File: src/rtl/uart_prog_loader_pkg.sv
`default_nettype none
// ============================================================================
// Module : uart_prog_loader_pkg
// Brief  : RX FSM encoding and upg_* address layout shared with the memories.
// Rev    : 1.0 - initial release
// ============================================================================
package uart_prog_loader_pkg;

  typedef enum logic [1:0] {
    RX_IDLE  = 2'd0,
    RX_START = 2'd1,
    RX_DATA  = 2'd2,
    RX_STOP  = 2'd3
  } rx_state_t;

  localparam int c_adr_w = 15;
  localparam int c_idx_w = 14;

  // MSB selects dmemory32 (1) over program_rom (0); matches both memories' decode.
  typedef struct packed {
    logic               mem_sel;
    logic [c_idx_w-1:0] idx;
  } upg_adr_t;

  function automatic upg_adr_t make_adr(input logic mem_sel, input logic [c_idx_w-1:0] idx);
    upg_adr_t a;
    a.mem_sel = mem_sel;
    a.idx     = idx;
    return a;
  endfunction

endpackage
`default_nettype wire

File: src/rtl/uart_prog_loader_rx.sv
`default_nettype none
// ============================================================================
// Module : uart_rx_byte
// Brief  : 8N1 UART receiver with 2-FF synchroniser and mid-bit sampling.
// Rev    : 1.0 - initial release
// ============================================================================
module uart_rx_byte
  import uart_prog_loader_pkg::*;
#(
  parameter int CLK_HZ = 10_000_000,
  parameter int BAUD   = 128_000
) (
  input  logic       clk_i,
  input  logic       rst_n_i,
  input  logic       rx_i,
  output logic [7:0] byte_o,
  output logic       byte_vld_o,
  output logic       frame_err_o,
  output logic       rx_idle_o
);

  localparam int c_div   = CLK_HZ / BAUD;
  localparam int c_cnt_w = (c_div > 1) ? $clog2(c_div) : 1;
  localparam logic [c_cnt_w-1:0] c_half_cnt = c_cnt_w'(c_div / 2 - 1);
  localparam logic [c_cnt_w-1:0] c_full_cnt = c_cnt_w'(c_div - 1);

  generate
    if (c_div < 4) begin : g_div_check
      $error("uart_rx_byte: CLK_HZ/BAUD must be at least 4");
    end
  endgenerate

  rx_state_t          r_state;
  logic               r_sync1;
  logic               r_sync2;
  logic               r_rx_prev;
  logic [c_cnt_w-1:0] r_cnt;
  logic [2:0]         r_bit_idx;
  logic [7:0]         r_shift;
  logic               r_byte_vld;
  logic               r_frame_err;

  always_ff @(posedge clk_i) begin
    if (!rst_n_i) begin
      r_state     <= RX_IDLE;
      r_sync1     <= 1'b1;
      r_sync2     <= 1'b1;
      r_rx_prev   <= 1'b1;
      r_cnt       <= '0;
      r_bit_idx   <= '0;
      r_shift     <= '0;
      r_byte_vld  <= 1'b0;
      r_frame_err <= 1'b0;
    end else begin
      r_sync1     <= rx_i;
      r_sync2     <= r_sync1;
      r_rx_prev   <= r_sync2;
      r_byte_vld  <= 1'b0;
      r_frame_err <= 1'b0;
      case (r_state)
        // Edge detect also gives the post-framing-error wait for a high line.
        RX_IDLE: begin
          if (r_rx_prev && !r_sync2) begin
            r_state <= RX_START;
            r_cnt   <= '0;
          end
        end
        RX_START: begin
          if (r_cnt == c_half_cnt) begin
            r_cnt     <= '0;
            r_bit_idx <= '0;
            r_state   <= r_sync2 ? RX_IDLE : RX_DATA;
          end else begin
            r_cnt <= r_cnt + 1'b1;
          end
        end
        RX_DATA: begin
          if (r_cnt == c_full_cnt) begin
            r_cnt   <= '0;
            r_shift <= {r_sync2, r_shift[7:1]};
            if (r_bit_idx == 3'd7) begin
              r_state <= RX_STOP;
            end else begin
              r_bit_idx <= r_bit_idx + 1'b1;
            end
          end else begin
            r_cnt <= r_cnt + 1'b1;
          end
        end
        RX_STOP: begin
          if (r_cnt == c_full_cnt) begin
            r_cnt   <= '0;
            r_state <= RX_IDLE;
            if (r_sync2) begin
              r_byte_vld <= 1'b1;
            end else begin
              r_frame_err <= 1'b1;
            end
          end else begin
            r_cnt <= r_cnt + 1'b1;
          end
        end
        default: r_state <= RX_IDLE;
      endcase
    end
  end

  assign byte_o      = r_shift;
  assign byte_vld_o  = r_byte_vld;
  assign frame_err_o = r_frame_err;
  assign rx_idle_o   = (r_state == RX_IDLE);

endmodule
`default_nettype wire

File: src/rtl/uart_prog_loader.sv
`default_nettype none
// ============================================================================
// Module : uart_prog_loader
// Brief  : Packs UART bytes into 32-bit words and writes IMEM then DMEM.
// Rev    : 1.0 - initial release
// ============================================================================
module uart_prog_loader
  import uart_prog_loader_pkg::*;
#(
  parameter int CLK_HZ      = 10_000_000,
  parameter int BAUD        = 128_000,
  parameter int IMEM_WORDS  = 16384,
  parameter int DMEM_WORDS  = 16384,
  parameter int TIMEOUT_CYC = CLK_HZ / 10
) (
  input  logic                upg_clk_i,
  input  logic                upg_rst_n_i,
  input  logic                upg_rx_i,
  output logic                upg_clk_o,
  output logic                upg_wen_o,
  output logic [c_adr_w-1:0]  upg_adr_o,
  output logic [31:0]         upg_dat_o,
  output logic                upg_done_o,
  output logic                upg_err_o
);

  localparam int c_total = IMEM_WORDS + DMEM_WORDS;
  localparam int c_wc_w  = $clog2(c_total + 1);
  localparam int c_to_w  = $clog2(TIMEOUT_CYC + 1);
  localparam logic [c_wc_w-1:0] c_imem_wc  = c_wc_w'(IMEM_WORDS);
  localparam logic [c_wc_w-1:0] c_total_wc = c_wc_w'(c_total);
  localparam logic [c_to_w-1:0] c_to_last  = c_to_w'(TIMEOUT_CYC - 1);

  logic [7:0] w_byte;
  logic       w_byte_vld;
  logic       w_frame_err;
  logic       w_rx_idle;

  uart_rx_byte #(
    .CLK_HZ (CLK_HZ),
    .BAUD   (BAUD)
  ) u_rx (
    .clk_i       (upg_clk_i),
    .rst_n_i     (upg_rst_n_i),
    .rx_i        (upg_rx_i),
    .byte_o      (w_byte),
    .byte_vld_o  (w_byte_vld),
    .frame_err_o (w_frame_err),
    .rx_idle_o   (w_rx_idle)
  );

  logic [c_wc_w-1:0] r_wc;
  logic [1:0]        r_bcnt;
  logic [23:0]       r_part;
  logic              r_wen;
  upg_adr_t          r_adr;
  logic [31:0]       r_dat;
  logic              r_done;
  logic              r_err;
  logic              r_any_byte;
  logic [c_to_w-1:0] r_to_cnt;
  upg_adr_t          w_adr;
  logic              w_all_written;

  assign w_all_written = (r_wc == c_total_wc);

  always_comb begin
    w_adr = '0;
    if (r_wc < c_imem_wc) begin
      w_adr = make_adr(1'b0, c_idx_w'(r_wc));
    end else begin
      w_adr = make_adr(1'b1, c_idx_w'(r_wc - c_imem_wc));
    end
  end

  always_ff @(posedge upg_clk_i) begin
    if (!upg_rst_n_i) begin
      r_wc       <= '0;
      r_bcnt     <= '0;
      r_part     <= '0;
      r_wen      <= 1'b0;
      r_adr      <= '0;
      r_dat      <= '0;
      r_done     <= 1'b0;
      r_err      <= 1'b0;
      r_any_byte <= 1'b0;
      r_to_cnt   <= '0;
    end else begin
      r_wen <= 1'b0;
      if (r_wen && w_all_written) begin
        r_done <= 1'b1;
      end
      if (w_frame_err) begin
        r_err <= 1'b1;
      end
      // A byte landing on the timeout's last cycle takes priority and rearms it.
      if (w_byte_vld) begin
        r_any_byte <= 1'b1;
        r_to_cnt   <= '0;
        if (!r_done && !w_all_written) begin
          if (r_bcnt == 2'd3) begin
            r_wen  <= 1'b1;
            r_dat  <= {w_byte, r_part};
            r_adr  <= w_adr;
            r_wc   <= r_wc + 1'b1;
            r_bcnt <= '0;
          end else begin
            r_part <= {w_byte, r_part[23:8]};
            r_bcnt <= r_bcnt + 1'b1;
          end
        end
      end else if (r_any_byte && !r_done && w_rx_idle) begin
        if (r_to_cnt == c_to_last) begin
          r_done <= 1'b1;
        end else begin
          r_to_cnt <= r_to_cnt + 1'b1;
        end
      end else begin
        r_to_cnt <= '0;
      end
    end
  end

  assign upg_clk_o  = upg_clk_i;
  assign upg_wen_o  = r_wen;
  assign upg_adr_o  = r_adr;
  assign upg_dat_o  = r_dat;
  assign upg_done_o = r_done;
  assign upg_err_o  = r_err;

endmodule
`default_nettype wire
File: config.mk
export PLATFORM = sky130hd
export DESIGN_NAME = uart_prog_loader
export DESIGN_NICKNAME = d
export VERILOG_FILES = /design/src/rtl/uart_prog_loader_pkg.sv /design/src/rtl/uart_prog_loader_rx.sv /design/src/rtl/uart_prog_loader.sv
export SDC_FILE = /design/constraint.sdc
export NUM_CORES = 1
export LEC_CHECK = 0
export ABC_CLOCK_PERIOD_IN_PS = 3200
export CAP_MARGIN = 20
export CORE_ASPECT_RATIO = 0.75
export CORE_MARGIN = 2
export CORE_UTILIZATION = 61
export DETAILED_ROUTE_END_ITERATION = 8
export HOLD_SLACK_MARGIN = 0.06
export PLACE_DENSITY = 0.93
export SKIP_CTS_REPAIR_TIMING = 1
export SYNTH_ARGS = -nofsm -noshare
export SYNTH_HDL_FRONTEND = slang
export SYNTH_SLANG_ARGS = --single-unit
File: constraint.sdc
create_clock -name upg_clk_i -period 3.2 [get_ports upg_clk_i]
set_input_delay 0.64 -clock upg_clk_i [delete_from_list [all_inputs] [get_ports upg_clk_i]]
set_output_delay 0.64 -clock upg_clk_i [all_outputs]
set_load 0.005 [all_outputs]
Word-level counts from Yosys, hierarchy flattened
Index checks and enable logic that the tools add are counted.

storage, ports and cells
  register bits after elaboration = 138
  output and inout port bits = 51
  word-level logic and storage cells = 89
  input port bits = 3

operators by class
  magnitude comparators = 1
  multiplexer cells = 24
  bitwise logic cells = 3
  equal/unequal tests = 15
  reduce and logical (&&, ||, !) cells = 20
  add/subtract/negate cells = 6

operators by type and width
  cell                     number
  $mux W7                  3
  $pmux W7 S3              1
  $add A20 B1 Y20 const B  1
  $eq A20 B20 Y1 const B   1
  $add A16 B1 Y16 const B  1
  $eq A16 B16 Y1 const B   1
  $lt A16 B15 Y1 const B   1
  $mux W15                 1
  $mux W2                  7
  $sub A14 B1 Y14 const B  1
  $reduce_and A3 Y1        4
  $ne A2 B1 Y1 const B     5
  $mux W3                  3
  $pmux W2 S4              1
  $add A7 B1 Y7 const B    1
  $eq A7 B6 Y1 const B     1
  $eq A7 B7 Y1 const B     1
  $mux W1                  7
  $eq A2 B2 Y1 const B     3
  $pmux W3 S2              1
  $logic_and A1 B1 Y1      5
  $reduce_and A5 Y1        1
  $reduce_and A2 Y1        2
  $reduce_and A4 Y1        1
  11 further kinds         15

Longest topological paths before layout
  word-level depth = 6
  depth in mapped cells = 8
  gate-level depth less buffers = 6

Cells and area by module
From an unflattened synthesis, not the netlist that was laid out.

unflattened totals
  cells, all modules = 664
  area, all modules = 5826.8 sq um

modules (own cells, without submodules)
  module            times used  cells an instance  seq. area each (sq um)  area each (sq um)
  uart_prog_loader  1           538                2262.2                  4636.9
  uart_rx_byte      1           126                500.5                   1189.9

==> impl_results.md <==
- Average wire per standard cell: around 19 µm
- Unrepaired setup endpoints after global routing: no
- CP Capture Type: primary output
- Final Hold Vio Count: 0
- Die area: ~10,000 µm²
- Grt met2 use: between 50% and 60%
- Post-detailed-routing wire length: between 15,000 and 20,000 µm
- Final setup vio count: 0
- Drt first pass iters: 6
- Synth Area per Inst: 9.312 µm²
- Hold path depth: 1
- # diodes: 0
- Via count: approximately 5,100
- Layout Nets: between 600 and 700
- Worst EP arrival: about 2.3 ns
- Synth cell types: 52
- Reg2reg path depth: 4
- ANT nets after route: 0
- GRT Total Usage: 30.54%
- Worst r2r dst: u_rx.r_bit_idx[1]
- Die height: a little under 90 µm
- Grt total ovfl: 0
- Core Area: roughly 9000 µm²
- VDD IR max: 0.0004194 V
- Die width: ~120 µm
- Final Wtd Congestion: 0.8451
- CP Launch Type: clock port
- Vias in the first global route: between 4,000 and 5,000
- Worst Tran Pin Value: 0.7625 ns
- Syn nets: 638
- Pin count of the biggest net entering global routing: slightly below 60
- CTS clk-pin slew, worst paths: about 0.060 ns
- Iteration-0 DRC Markers: 630
- TritonCTS clock tree: yes
- PnR Total Power: 4.010 mW
- Max cap viols: 0
- Post-synth EDFFs: 0
- WHS Endpoint: u_rx.r_sync2
- Row Count: 30
- Post-DP HPWL: between 8000 and 9000 µm
- Type of the worst setup path: clk2out
- Starting Density: a little under two thirds
- Skew-Pair Late Insertion Delay: ~0.54 ns
- Hold path start: u_rx.r_sync1
- Register area share after synthesis: approximately 47%
- Warnings from Yosys: 0
- I/O Pins: 54
- Most frequent cells in the layout: dfxtp_1, nand2_1, mux2i_1
- Worst reg2reg setup slack: 0.83 ns
- Share of layout cells above drive strength 1: under 10%
- Setup TNS: 0 ns
- Post-Syn Area: 5829 µm²
- Status: finished clean
- IO Port Bufs: 53
- Crit-path max FO: 2
- Initial antenna violation count: 0
- Worst Skew: between 0.009 and 0.01 ns
- Synth Instances: about 630
- GR met1 Demand/Resource: 36.81%
- Worst Hold Class: reg2reg
- Ys flop type: dfxtp_1
- P&R area growth vs syn: 21.66%
- Static Leak: between 2 and 3 nW
- Relative slew margins: 49.01%
- Synth Register Bits: 138
- DR DRC count: 0
- Critical Path RT: approximately 2.6 ns
- GRT busiest layer: met2
- Met3 Use GR: under 10%
- Max Transition Viols Final: 0
- Power Density: roughly 570 nW/µm²
- First-pass GRT wire length: between 20,000 and 25,000 µm
- Commonest non-fill, non-tap cell in the layout: dfxtp_1
- Asr flop ratio synth: 0%
- Via density: roughly 6.3
[sequential cells by signal, indices dropped and copies added, names as in the netlist, 2 cells and up, named ones only]
| name | flops |
|---|---|
| r_wc | 16 |
| upg_adr_o | 15 |
| r_part | 24 |
| r_bcnt | 2 |
| upg_dat_o | 32 |
| r_to_cnt | 20 |
| u_rx.r_cnt | 7 |
| u_rx.byte_o | 8 |
| u_rx.r_bit_idx | 3 |
[synth_stat cells, drive strengths merged, types with 2 or more instances]
master / count / area share [%]
a211oi: 5 / 0.64
a21oi: 25 / 2.1
a31oi: 2 / 0.47
and2: 5 / 0.54
and3: 4 / 0.43
and4: 7 / 1.1
buf: 15 / 1.7
clkbuf: 22 / 1.4
dfxtp: 138 / 47
ha: 9 / 1.9
inv: 13 / 0.84
mux2i: 74 / 13
nand2: 113 / 7.3
nand2b: 10 / 1.1
nand3: 17 / 1.5
nand4: 23 / 2.6
nor2: 32 / 2.1
nor2b: 5 / 0.54
nor3: 16 / 1.6
nor4: 5 / 0.79
nor4b: 5 / 1.3
o211ai: 4 / 0.52
o21a: 2 / 0.26
o21ai: 24 / 2.1
o22ai: 7 / 0.75
o31ai: 2 / 0.26
o41ai: 2 / 0.30
or3: 13 / 1.4
or4: 4 / 0.52
xnor2: 6 / 0.90
xor2: 6 / 0.90
[logic make-up after synthesis]
| group | Yosys count | share of synthesized area [%] |
|---|---|---|
| muxes | 74 | 12.71 |
| DFF | 138 | 47.39 |
| AOI/OAI and AO/OA | 80 | 8.865 |
| and+or+nand+nor | 263 | 23.35 |
| xor gates and xnor gates | 12 | 1.803 |
| adders and majority gates | 9 | 1.932 |
| buffers and inverters | 50 | 3.949 |
[how the worst max path moves through the flow]
stage	slack, ns	to	start
finish	0.28	upg_clk_o	upg_clk_i
CTS	0.28	upg_clk_o	upg_clk_i
floorplan	0.85	upg_clk_o	upg_clk_i
global placement	0.55	upg_clk_o	upg_clk_i
global route	0.26	upg_clk_o	upg_clk_i
detailed placement	0.55	upg_clk_o	upg_clk_i
[worst max-delay path: stages]
cell and delay [ns]:
clkbuf_16 0.12, clkbuf_16 0.13, clkdlybuf4s50_1 0.43
[per-layer routing]
metal | vias up | share of wire (%)
met5 | - | 0
li1 | 2306 | -
met3 | 53 | 8.3
met4 | 0 | 2.9
met1 | 2438 | 40
met2 | 323 | 49
[layout make-up]
class / instances / area (µm²)
inverter: 13 / 48.80
clock buffer: 25 / 545.5
tap: 128 / 160.2
multi-input combinational: 438 / 2836
sequential: 138 / 2763
clock inverter: 11 / 145.1
fill: 531 / 2067
timing repair buffer: 60 / 593.1
[power breakdown]
group / leakage, nW / switching, mW / internal (mW)
registers: 1.11 / 0.00635 / 1.72
logic: 1.23 / 0.0452 / 0.0157
clock network: 0.342 / 0.774 / 1.45
[per-stage QoR]
stage	hold WS, ns	area (µm²)	utilization, %	worst slack [ns]	cells
after floorplan	0.3863	5829	-	0.8493	626
after global placement	0.3921	6379	69.64	0.5464	776
after detailed placement	0.4081	6406	69.95	0.5464	777
after CTS	0.4327	7087	77.38	0.2751	812
after global routing	0.4380	7092	77.43	0.2589	813
final	0.4400	7092	77.43	0.2827	813
Note: power is estimated with default switching activity, not from simulation.
